**src/rtl/key_cnt_pkg.sv**
```systemverilog
// Shared types and default sizes for the key index counter.
package key_cnt_pkg;

  typedef enum logic {
    CNT_WRAP    = 1'b0,
    CNT_ONESHOT = 1'b1
  } cnt_mode_t;

  localparam int DEF_WIDTH       = 2;
  localparam int DEF_EPOCH_WIDTH = 8;

endpackage

```
**src/rtl/key_epoch_sat.sv**
```systemverilog
// Saturating wrap counter: counts increment strobes, sticks at all-ones.
module key_epoch_sat
  import key_cnt_pkg::*;
#(
  parameter int EPOCH_WIDTH = DEF_EPOCH_WIDTH
) (
  input  logic                   clk,
  input  logic                   rst,
  input  logic                   clr_i,
  input  logic                   inc_i,
  output logic [EPOCH_WIDTH-1:0] epoch_o
);

  logic [EPOCH_WIDTH-1:0] epoch_q;
  logic [EPOCH_WIDTH-1:0] epoch_d;

  always_comb begin
    epoch_d = epoch_q;
    if (clr_i) begin
      epoch_d = '0;
    end else if (inc_i && (epoch_q != '1)) begin
      epoch_d = epoch_q + 1'b1;
    end
  end

  always_ff @(posedge clk) begin
    if (rst) begin
      epoch_q <= '0;
    end else begin
      epoch_q <= epoch_d;
    end
  end

  assign epoch_o = epoch_q;

endmodule

```
**src/rtl/key_index_counter.sv**
```systemverilog
// Key/round index counter with programmable terminal, wrap/one-shot
// modes, wrap strobe and saturating epoch count.
module key_index_counter
  import key_cnt_pkg::*;
#(
  parameter int WIDTH       = DEF_WIDTH,
  parameter int EPOCH_WIDTH = DEF_EPOCH_WIDTH
) (
  input  logic                   clk,
  input  logic                   rst,
  input  logic                   clear,
  input  logic                   load_en,
  input  logic [WIDTH-1:0]       load_val,
  input  logic                   count_enable,
  input  logic [WIDTH-1:0]       rollover_val,
  input  logic                   mode,
  output logic [WIDTH-1:0]       key_count,
  output logic                   key_rollover,
  output logic                   wrap_pulse,
  output logic [EPOCH_WIDTH-1:0] epoch,
  output logic                   done
);

  cnt_mode_t        mode_e;
  logic [WIDTH-1:0] count_q, count_d;
  logic             roll_q, roll_d;
  logic             wrap_q, wrap_d;
  logic             done_q, done_d;
  logic             at_term;
  logic             stalled;
  logic             epoch_inc;

  assign mode_e  = cnt_mode_t'(mode);
  assign at_term = (count_q >= rollover_val);
  // A finished one-shot ignores enables until clear/load.
  assign stalled = (mode_e == CNT_ONESHOT) && done_q;

  always_comb begin
    count_d   = count_q;
    done_d    = done_q;
    wrap_d    = 1'b0;
    epoch_inc = 1'b0;
    if (clear) begin
      count_d = '0;
      done_d  = 1'b0;
    end else if (load_en) begin
      count_d = load_val;
      done_d  = 1'b0;
    end else if (count_enable && !stalled) begin
      if (!at_term) begin
        count_d = count_q + 1'b1;
      end else if (mode_e == CNT_ONESHOT) begin
        done_d = 1'b1;
      end else begin
        count_d   = '0;
        wrap_d    = 1'b1;
        epoch_inc = 1'b1;
      end
    end
    roll_d = (count_d >= rollover_val);
  end

  always_ff @(posedge clk) begin
    if (rst) begin
      count_q <= '0;
      roll_q  <= 1'b0;
      wrap_q  <= 1'b0;
      done_q  <= 1'b0;
    end else begin
      count_q <= count_d;
      roll_q  <= roll_d;
      wrap_q  <= wrap_d;
      done_q  <= done_d;
    end
  end

  key_epoch_sat #(
    .EPOCH_WIDTH(EPOCH_WIDTH)
  ) u_epoch (
    .clk    (clk),
    .rst    (rst),
    .clr_i  (clear),
    .inc_i  (epoch_inc),
    .epoch_o(epoch)
  );

  assign key_count    = count_q;
  assign key_rollover = roll_q;
  assign wrap_pulse   = wrap_q;
  assign done         = done_q;

endmodule
```
**config.mk**
```make
export PLATFORM = sky130hd
export DESIGN_NAME = key_index_counter
export DESIGN_NICKNAME = d
export VERILOG_FILES = /design/src/rtl/key_cnt_pkg.sv /design/src/rtl/key_epoch_sat.sv /design/src/rtl/key_index_counter.sv
export SDC_FILE = /design/constraint.sdc
export NUM_CORES = 1
export LEC_CHECK = 0
export CAP_MARGIN = 20
export CORE_MARGIN = 2
export CORE_UTILIZATION = 45
export DETAILED_ROUTE_END_ITERATION = 10
export DONT_BUFFER_PORTS = 1
export GPL_ROUTABILITY_DRIVEN = 0
export GPL_TIMING_DRIVEN = 0
export HOLD_SLACK_MARGIN = 0.1
export PLACE_DENSITY = 0.65
export SLEW_MARGIN = 0
export SYNTH_ARGS = -nofsm -noshare
export SYNTH_HDL_FRONTEND = slang
export SYNTH_SLANG_ARGS = --single-unit
```
**constraint.sdc**
```tcl
create_clock -name clk -period 2.9 [get_ports clk]
set_input_delay 0.58 -clock clk [delete_from_list [all_inputs] [get_ports clk]]
set_output_delay 0.58 -clock clk [all_outputs]
set_load 0.01 [all_outputs]
```
* After elaboration in Yosys (flattened, before gate mapping)
Index checks and enable logic that the tools add are counted.
** Storage, ports and cells
- Word-level logic and storage cells :: 27
- Output and inout bits :: 13
- Flip-flop bits (word level) :: 13
** Operators by class
- Multiplexer cells :: 10
- Magnitude comparators :: 2
- Eq/ne operators :: 1
- Reductions and logical operators :: 7
- $add $sub $neg :: 2
** Operators by type and width (number)
- 2-bit 2-to-1 mux :: 5
- 8-bit by 1-bit adder with 8-bit output (second input constant) :: 1
- 8-bit != test (second input constant) :: 1
- 1-bit 2-to-1 mux :: 5
- 2-bit >= comparator :: 2
- 1-bit logical AND :: 3
- 3-bit AND reduction :: 1
- 3-bit OR reduction :: 1
- 2-bit by 1-bit adder with 2-bit output (second input constant) :: 1
- 2-bit OR reduction :: 1
- 1-bit logical NOT :: 1

* Logic depth before layout (Yosys ltp)
Gate-level depths: netlist of run 1.
- Word-level depth :: 7
- Gate-level depth with buffers :: 11

* By module
Synthesis of run 1 repeated with hierarchy kept, for this count alone.
** Second synthesis, totals
- Cell total of the unflattened synthesis :: 93
- Area total of the unflattened synthesis :: 833.3 µm²
** Modules (own cells, without submodules)
- key_epoch_sat :: area each 435.4 µm², seq. area each 160.2 µm², cells an instance 47, times used 1
- key_index_counter :: area each 397.9 µm², seq. area each 100.1 µm², cells an instance 46, times used 1

* Least setup slack after synthesis of run 1
OpenSTA, ideal clock, no wires.
- Path kind :: input to register
- From :: input port rollover_val[0]
- To :: register roll_q, in the netlist key_rollover
- Path slack :: 0.431 ns
- Arrival time :: 2.355 ns
- Setup time :: 0.114 ns
- Path buffers :: 0
- Cell stages on the path :: 10
- Path through :: ha_1 -> nand2b_4 -> a21oi_4 -> a211oi_1 -> a21oi_1 -> or3b_1 -> ha_1 -> nand2b_1 -> a21oi_1 -> nor2_1
** Between the ends
- Longest elaborated chain between the ends :: 6
** RTL lines
- from (decl) :: line key_index_counter.sv:15 : input logic [WIDTH-1:0] rollover_val,
- 2-bit >= comparator :: line key_index_counter.sv:34 : assign at_term = (count_q >= rollover_val);
- 2-bit 2-to-1 mux :: line key_index_counter.sv:50 : if (!at_term) begin
- 2-bit 2-to-1 mux :: line key_index_counter.sv:49 : end else if (count_enable && !stalled) begin
- 2-bit 2-to-1 mux :: line key_index_counter.sv:46 : end else if (load_en) begin
- 2-bit 2-to-1 mux :: line key_index_counter.sv:43 : if (clear) begin
- 2-bit >= comparator * :: line key_index_counter.sv:60 : roll_d = (count_d >= rollover_val);
- to (signal assigned) :: line key_index_counter.sv:71 : roll_q <= roll_d;
- to (decl) :: line key_index_counter.sv:26 : logic roll_q, roll_d;
Mark *: on every way between the ends. The rest lies on a longest branch, timed or not.
A chain may end at the register's enable or synchronous reset.

* Worst setup path in the final report of run 1
- From :: register count_q[0], in the netlist key_count[0]
- To :: register roll_q, in the netlist key_rollover
** Between the ends
- Longest elaborated chain between the ends :: 6
- Elaborated cells between the ends (all ways) :: 8
** RTL lines
- from (decl) :: line key_index_counter.sv:25 : logic [WIDTH-1:0] count_q, count_d;
- from (signal assigned) :: line key_index_counter.sv:70 : count_q <= count_d;
- 2-bit by 1-bit adder with 2-bit output (tied with other cells) :: line key_index_counter.sv:51 : count_d = count_q + 1'b1;
- 2-bit 2-to-1 mux :: line key_index_counter.sv:50
- 2-bit 2-to-1 mux * :: line key_index_counter.sv:49
- 2-bit 2-to-1 mux * :: line key_index_counter.sv:46
- 2-bit 2-to-1 mux * :: line key_index_counter.sv:43
- 2-bit >= comparator * :: line key_index_counter.sv:60
Marked as above.

==> qor.yml, run 1 <==
outcome: "completed"
r2r_slack_ps: 340
io_buffers: 0
cts_root_buf: "clkbuf_4"
antenna_found_initial: 0
clock_latency_ps: 270
std_cell_rows: 14
hpwl_um: 1120
synth_async_sr_flop_share_pct: 0
slowest_stage: "dfxtp_1"
report.final.slew_viol_count: 0
avgSynthCellArea_um2: 8.89
drt_iter0_markers: 11
finalSetupViolCount: 0
fin_crit_sh_pct: 88.3
worstPathRequired_ps: 3080
power_density_nw_per_um2: 425
drc_errors: 0
synth_ff_type: "dfxtp_1"
synth_fp_nets: 101
cts_resized: 0
cp_num_buf_inv: 1
initial_utilization_pct: 49.6
critPathMaxFanout: 5
final.setup.tns_ps: 0
synth-seq-cells: 13
synth_edf_count: 0
antenna_left: 0
ir_drop_v: 0.000226
max_stage_delay_ps: 450
end_kind: "flop"
cp.arrival_ps: 2740
hold_buffers: 0
post_cts_buffers: 0
fin_nets: 106
fp.dieArea_um2: 2040
relSlewSlack_pct: 73.4
cts_tree: "yes"
max_cap_violations: 0
fp.dieH_um: 45.2
startpoint_type: "flop"
min_path_type: "primary input to flop"
synthesis.instances: 86
final_hold_viol_count: 0
die_w_um: 45.2
crit_type: "flop to flop"
ys_types: 35
grt_usage_pct: 17.9
final_cell_mix: "13 x dfxtp_1, 8 x nor2_1, 7 x nand3_1, 5 x nand2_1, 5 x ha_1"
htreeDepth: 1
syn_to_final_growth_pct: 6.06
grt_max_degree: 9
wl_um: 1460
crit_chain: "inv_1, ha_1, nand2b_4, a21oi_4, a211oi_1, a21oi_1, or3b_1, ha_1, nand2b_1, a21oi_1, nor2_1"
grt_pass1_wl_um: 2670
final_layout_size_suffix_gt1_share_pct: 14.4
path_clk_slew_ps: 80
cts_made_buffers: 3
max_slew.worst_pin.slew_ps: 400
yosysSeqAreaShare_pct: 34.0
wl_per_cell_um: 13.8
dr.pass1.iters: 4
mostFrequentLayoutCell: "dfxtp_1"
skew_ps: 0.731
fin_crit_ps: 2560
grt_pass1_vias: 613
diodes: 0
vias_per_cell: 5.92
netlist_area_um2: 764
final_core_util_pct: 52.6
synth-warning-count: 0
fmax_mhz: 391
io-pin-count: 23
grt_setup_unrepaired: "false"
cpLargestDelayFamily: "simple AND/OR/NAND/NOR gates"
overflow: 0
core_um2: 1540
cts_buffer_depth: 2
cts_sinks: 13
vias: 627
p_leak_nw: 0.314
flip-flops by register name, summed over array words and instances, names as in the netlist:
name	flops
u_epoch.epoch_o	8
key_rollover	1
done	1
wrap_pulse	1
key_count	2
logic make-up after synthesis:
group                    share of synthesized area (%)
AND/OR/NAND/NOR                                   35.4
AO/OA/AOI/OAI                                     13.9
flip-flops                                        34.0
buffers and inverters                             2.45
adder cells (fa/ha/maj)                           8.18
XOR/XNOR                                          3.44
multiplexers                                      2.62
layout make-up:
class	instances	area, µm²
buffer	1	3.75
clock buffer	4	26.3
fill	144	731
inverter	4	15.0
multi-input combinational	68	485
sequential	13	260
tap	16	20.0
routing by layer:
metal	wire (µm)	vias to the layer above	GRT usage [%]
met2	625	22	24.9
met4	10	0	5.29
met5	0	-	0
li1	-	317	-
met1	694	286	25.6
met3	129	2	6.80
worst paths after layout:
| kind | depth (start not counted) | to | start |
|---|---|---|---|
| worst max-delay path | 11 | key_rollover | key_count[0] |
| worst min register to register | 2 | u_epoch.epoch_o[5] | u_epoch.epoch_o[5] |
| worst min-delay path | 1 | wrap_pulse | rst |
| worst max register to register | 11 | key_rollover | key_count[0] |
where the power goes:
group          internal [W]  total [W]  switching [W]
logic             0.0000200  0.0000446      0.0000246
registers          0.000182   0.000186     0.00000448
clock network     0.0000533   0.000114      0.0000604
Yosys cell counts (2+ instances only):
cell      number  share of area [%]
xnor2_1        3                3.4
nor3_1         4                2.6
inv_1          4                2.0
mux2i_1        2                2.6
nor2_1         8                3.9
a211oi_1       2                2.0
a21oi_1        4                2.6
ha_1           5                8.2
or3_1          2                1.6
nand2_1        5                2.5
o21ai_0        3                2.0
and3_1         3                2.5
dfxtp_1       13                 34
nand3_1        7                4.6
per-stage QoR:
| stage | total power [W] | instance area, µm² | hold WS, ps | setup WS (ps) | std cells |
|---|---|---|---|---|---|
| finish | 0.000345 | 811 | 364 | 340 | 106 |
| detailed placement | 0.000235 | 785 | 528 | 277 | 102 |
| global placement | 0.000235 | 785 | 525 | 303 | 102 |
| floorplan | 0.000228 | 764 | 498 | 431 | 86 |
| global route | 0.000364 | 811 | 358 | 104 | 106 |
| CTS | 0.000350 | 811 | 356 | 317 | 106 |
(Power assumes the default switching activity.)
==> run 2: changes to the inputs <==
Settings changed: CORE_UTILIZATION 45 to 49, PLACE_DENSITY 0.65 to 0.69.
==> qor.yml, run 2 (same netlist as run 1, synthesis figures left out) <==
outcome: "completed"
vias: 605  # -3.5%
fp.dieH_um: 43.5  # -3.8%
p_int_w: 0.000255  # about the same
grt_pass1_wl_um: 2580  # -3.4%
diodes: 0  # unchanged
p_seq_share_pct: 54.8  # +0.7 points
power.switching_fraction_pct: 25.1  # -0.91 points
largest_reg_flops: 8  # unchanged
skew_ps: 2.55  # +1.82 ps
min_path_type: "primary input to flop"
final.setup.tns_ps: 0  # unchanged
critPathMaxFanout: 5  # unchanged
relSlewSlack_pct: 73.2  # -0.13 points
crit_type: "flop to flop"
cts_root_buf: "clkbuf_4"
overflow: 0  # unchanged
grt_pass1_vias: 587  # -4.2%
clock_latency_ps: 270  # about the same
p_comb_share_pct: 13.2  # +0.3 points
startpoint_type: "flop"
drt_iter0_markers: 8  # -3
std_cell_rows: 14  # unchanged
grt_setup_unrepaired: "false"
pwr-share-clk_pct: 32.1  # -0.9 points
wl_um: 1480  # +1.4%
finalSetupViolCount: 0  # unchanged
vias_per_cell: 5.71  # -3.5%
final_cell_mix: "13 x dfxtp_1, 8 x nor2_1, 7 x nand3_1, 5 x nand2_1, 5 x ha_1"
max_stage_delay_ps: 450  # about the same
fin_nets: 106  # unchanged
r2r_slack_ps: 330  # about the same
grt_max_degree: 9  # unchanged
antenna_found_initial: 0  # unchanged
fmax_mhz: 390  # -0.20%
report.final.slew_viol_count: 0  # unchanged
cp.arrival_ps: 2730  # about the same
cts_sinks: 13  # unchanged
mostFrequentLayoutCell: "dfxtp_1"
hpwl_um: 1120  # +0.45%
post_cts_buffers: 0  # unchanged
end_kind: "flop"
slowest_stage: "dfxtp_1"
wl_per_cell_um: 14.0  # +1.4%
syn_to_final_growth_pct: 6.06  # unchanged
hold_buffers: 0  # unchanged
cts_made_buffers: 3  # unchanged
antenna_left: 0  # unchanged
max_cap_violations: 0  # unchanged
die_w_um: 43.5  # -3.8%
cp_num_buf_inv: 1  # unchanged
p_leak_nw: 0.314  # unchanged
drc_errors: 0  # unchanged
max_slew.worst_pin.slew_ps: 400  # +0.444 ps
cpLargestDelayFamily: "simple AND/OR/NAND/NOR gates"
dr.pass1.iters: 4  # unchanged
fin_crit_sh_pct: 88.5  # +0.18 points
htreeDepth: 1  # unchanged
io-pin-count: 23  # unchanged
io_buffers: 0  # unchanged
path_clk_slew_ps: 80  # about the same
final_layout_size_suffix_gt1_share_pct: 14.4  # unchanged
grt_usage_pct: 18.1  # +0.25 points
power_density_nw_per_um2: 420  # -1.3%
fin_crit_ps: 2570  # +5.25 ps
cts_resized: 0  # unchanged
cts_tree: "yes"
worstPathRequired_ps: 3070  # about the same
fp.dieArea_um2: 1890  # -7.4%
core_um2: 1490  # -3.4%
finalPower_w: 0.000340  # -1.3%
initial_utilization_pct: 51.3  # +1.8 points
p_sw_w: 0.0000852  # -4.7%
cts_buffer_depth: 2  # unchanged
final_hold_viol_count: 0  # unchanged
ir_drop_v: 0.000293  # +29%
crit_chain: "inv_1, ha_1, nand2b_4, a21oi_4, a211oi_1, a21oi_1, or3b_1, ha_1, nand2b_1, a21oi_1, nor2_1"
==> run 2: area by class of cell <==
class	instances	area (µm²)
sequential	13	260
multi-input combinational	68	485
clock buffer	4	26.3
tap	16	20.0
buffer	1	3.75
inverter	4	15.0
fill	136	678
==> run 2: path summary, 6_finish.rpt <==
kind | start | cells past startpoint | end
worst min register to register | u_epoch.epoch_o[5] | 2 | u_epoch.epoch_o[5]
worst min-delay path | rst | 1 | key_rollover
worst max-delay path | key_count[0] | 11 | key_rollover
worst max register to register | key_count[0] | 11 | key_rollover
==> run 2: power groups by stage <==
stage / sequential (W) / clock [W] / combinational, W
floorplan: 0.000190 / 0 / 0.0000384
global placement: 0.000191 / 0 / 0.0000439
detailed placement: 0.000191 / 0 / 0.0000447
CTS: 0.000186 / 0.000115 / 0.0000450
global route: 0.000187 / 0.000120 / 0.0000512
finish: 0.000186 / 0.000109 / 0.0000449
==> run 2: metal layers <==
metal | vias to the layer above | wire [µm] | global-route usage [%]
met5 | - | 0 | 0
met3 | 2 | 115 | 9.17
met1 | 267 | 722 | 23.4
met4 | 0 | 10 | 5.45
met2 | 21 | 631 | 26.6
li1 | 315 | - | -
==> run 2: through the flow <==
step,util [%],hold slack (ps),area [µm²],setup WS (ps),std cells
CTS,54.5,361,811,340,106
floorplan,-,498,764,431,86
detailed placement,52.7,535,785,303,102
global placement,52.7,525,785,311,102
global route,54.5,355,811,112,106
finish,54.5,372,811,335,106
==> run 3: changes to the inputs <==
Settings changed: CTS_BUF_LIST set to sky130_fd_sc_hd__clkbuf_4.
==> qor.yml, run 3 (same netlist as run 1, synthesis figures left out) <==
htreeDepth: 1  # unchanged
p_int_w: 0.000264  # +3.7%
fp.dieArea_um2: 1890  # unchanged
max_cap_violations: 0  # unchanged
end_kind: "flop"
max_slew.worst_pin.slew_ps: 394  # -6.01 ps
worstPathRequired_ps: 3070  # about the same
relSlewSlack_pct: 73.7  # +0.50 points
finalSetupViolCount: 0  # unchanged
final_core_util_pct: 54.7  # +0.25 points
cts_root_buf: "clkbuf_4"
cts_buffer_depth: 2  # unchanged
fin_nets: 106  # unchanged
vias_per_cell: 5.71  # unchanged
p_sw_w: 0.0000868  # +1.8%
dr.pass1.iters: 4  # unchanged
fin_crit_sh_pct: 88.5  # about the same
cts_sinks: 13  # unchanged
antenna_found_initial: 0  # unchanged
final_cell_mix: "13 x dfxtp_1, 8 x nor2_1, 7 x nand3_1, 5 x nand2_1, 5 x ha_1"
final_hold_viol_count: 0  # unchanged
p_leak_nw: 0.318  # +1.1%
clock_latency_ps: 270  # about the same
cp.arrival_ps: 2740  # about the same
power_density_nw_per_um2: 431  # +2.7%
drc_errors: 0  # unchanged
hpwl_um: 1120  # unchanged
wl_per_cell_um: 14.3  # +2.0%
p_seq_share_pct: 53.0  # -1.8 points
cts_resized: 0  # unchanged
vias: 605  # unchanged
grt_max_degree: 9  # unchanged
syn_to_final_growth_pct: 6.55
ir_drop_v: 0.000349  # +19%
crit_type: "flop to flop"
p_comb_share_pct: 12.8  # -0.4 points
cts_made_buffers: 3  # unchanged
mostFrequentLayoutCell: "dfxtp_1"
final_layout_size_suffix_gt1_share_pct: 15.6  # +1.1 points
fin_crit_ps: 2570  # +1.17 ps
power.switching_fraction_pct: 24.7  # -0.34 points
grt_pass1_wl_um: 2600  # +0.81%
fmax_mhz: 390  # about the same
path_clk_slew_ps: 80  # about the same
diodes: 0  # unchanged
final.setup.tns_ps: 0  # unchanged
startpoint_type: "flop"
drt_iter0_markers: 20  # +12
fillCellCount: 137  # +0.74%
hold_buffers: 0  # unchanged
grt_usage_pct: 18.2  # +0.086 points
wl_um: 1510  # +2.0%
antenna_left: 0  # unchanged
io_buffers: 0  # unchanged
largest_reg_flops: 8  # unchanged
skew_ps: 3.16  # +0.607 ps
core_um2: 1490  # unchanged
fp.dieH_um: 43.5  # unchanged
r2r_slack_ps: 330  # about the same
initial_utilization_pct: 51.3  # unchanged
cts_tree: "yes"
overflow: 0  # unchanged
critPathMaxFanout: 5  # unchanged
report.final.slew_viol_count: 0  # unchanged
min_path_type: "primary input to flop"
grt_setup_unrepaired: "false"
std_cell_rows: 14  # unchanged
grt_pass1_vias: 588  # +0.17%
outcome: "completed"
pwr-share-clk_pct: 34.2  # +2.1 points
die_w_um: 43.5  # unchanged
post_cts_buffers: 0  # unchanged
io-pin-count: 23  # unchanged
[run 3: cell counts in the layout (fill, tap and decap cells not counted)]
Identical to the previous run, type by type.
[run 3: power by group through the flow]
stage	Sequential, W	Clock [W]	Combinational, W
2_1_floorplan	0.000190	0	0.0000384
4_1_cts	0.000186	0.000124	0.0000450
3_5_place_dp	0.000191	0	0.0000447
5_1_grt	0.000187	0.000131	0.0000512
6_report	0.000186	0.000120	0.0000449
3_3_place_gp	0.000191	0	0.0000439
[run 3: through the flow]
step | std cells | power, W | setup WS, ps | cell area [µm²] | hold slack (ps)
2_1_floorplan | 86 | 0.000228 | 431 | 764 | 498
3_3_place_gp | 102 | 0.000234 | 311 | 785 | 525
3_5_place_dp | 102 | 0.000235 | 303 | 785 | 535
4_1_cts | 106 | 0.000356 | 339 | 815 | 361
5_1_grt | 106 | 0.000369 | 108 | 815 | 355
6_report | 106 | 0.000351 | 334 | 815 | 370
[run 3: final cells by class]
cell class | instances | area, µm² | area share [%]
Buffer | 1 | 3.75 | 0.461
Clock buffer | 4 | 30.0 | 3.69
Inverter | 4 | 15.0 | 1.84
Multi-Input combinational cell | 68 | 485 | 59.6
Sequential cell | 13 | 260 | 32.0
Tap cell | 16 | 20.0 | 2.46
[run 3: metal layers]
metal	part of all wire, %	track usage, %
met5	0	0
met4	0.66	5.45
met3	8.3	9.17
met2	42	26.6
met1	49	23.7
[run 3: worst paths after layout]
path,endpoint,depth (start not counted),start
worst max register to register,key_rollover,11,key_count[0]
worst min-delay path,key_rollover,1,rst
worst min register to register,u_epoch.epoch_o[5],2,u_epoch.epoch_o[5]
worst max-delay path,key_rollover,11,key_count[0]
[run 3: worst max-delay path: stages, from the launching register on]
cell	delay [ps]
dfxtp_1	450
inv_1	90
ha_1	270
nand2b_4	150
a21oi_4	250
a211oi_1	120
a21oi_1	150
or3b_1	360
ha_1	270
nand2b_1	150
a21oi_1	150
nor2_1	50
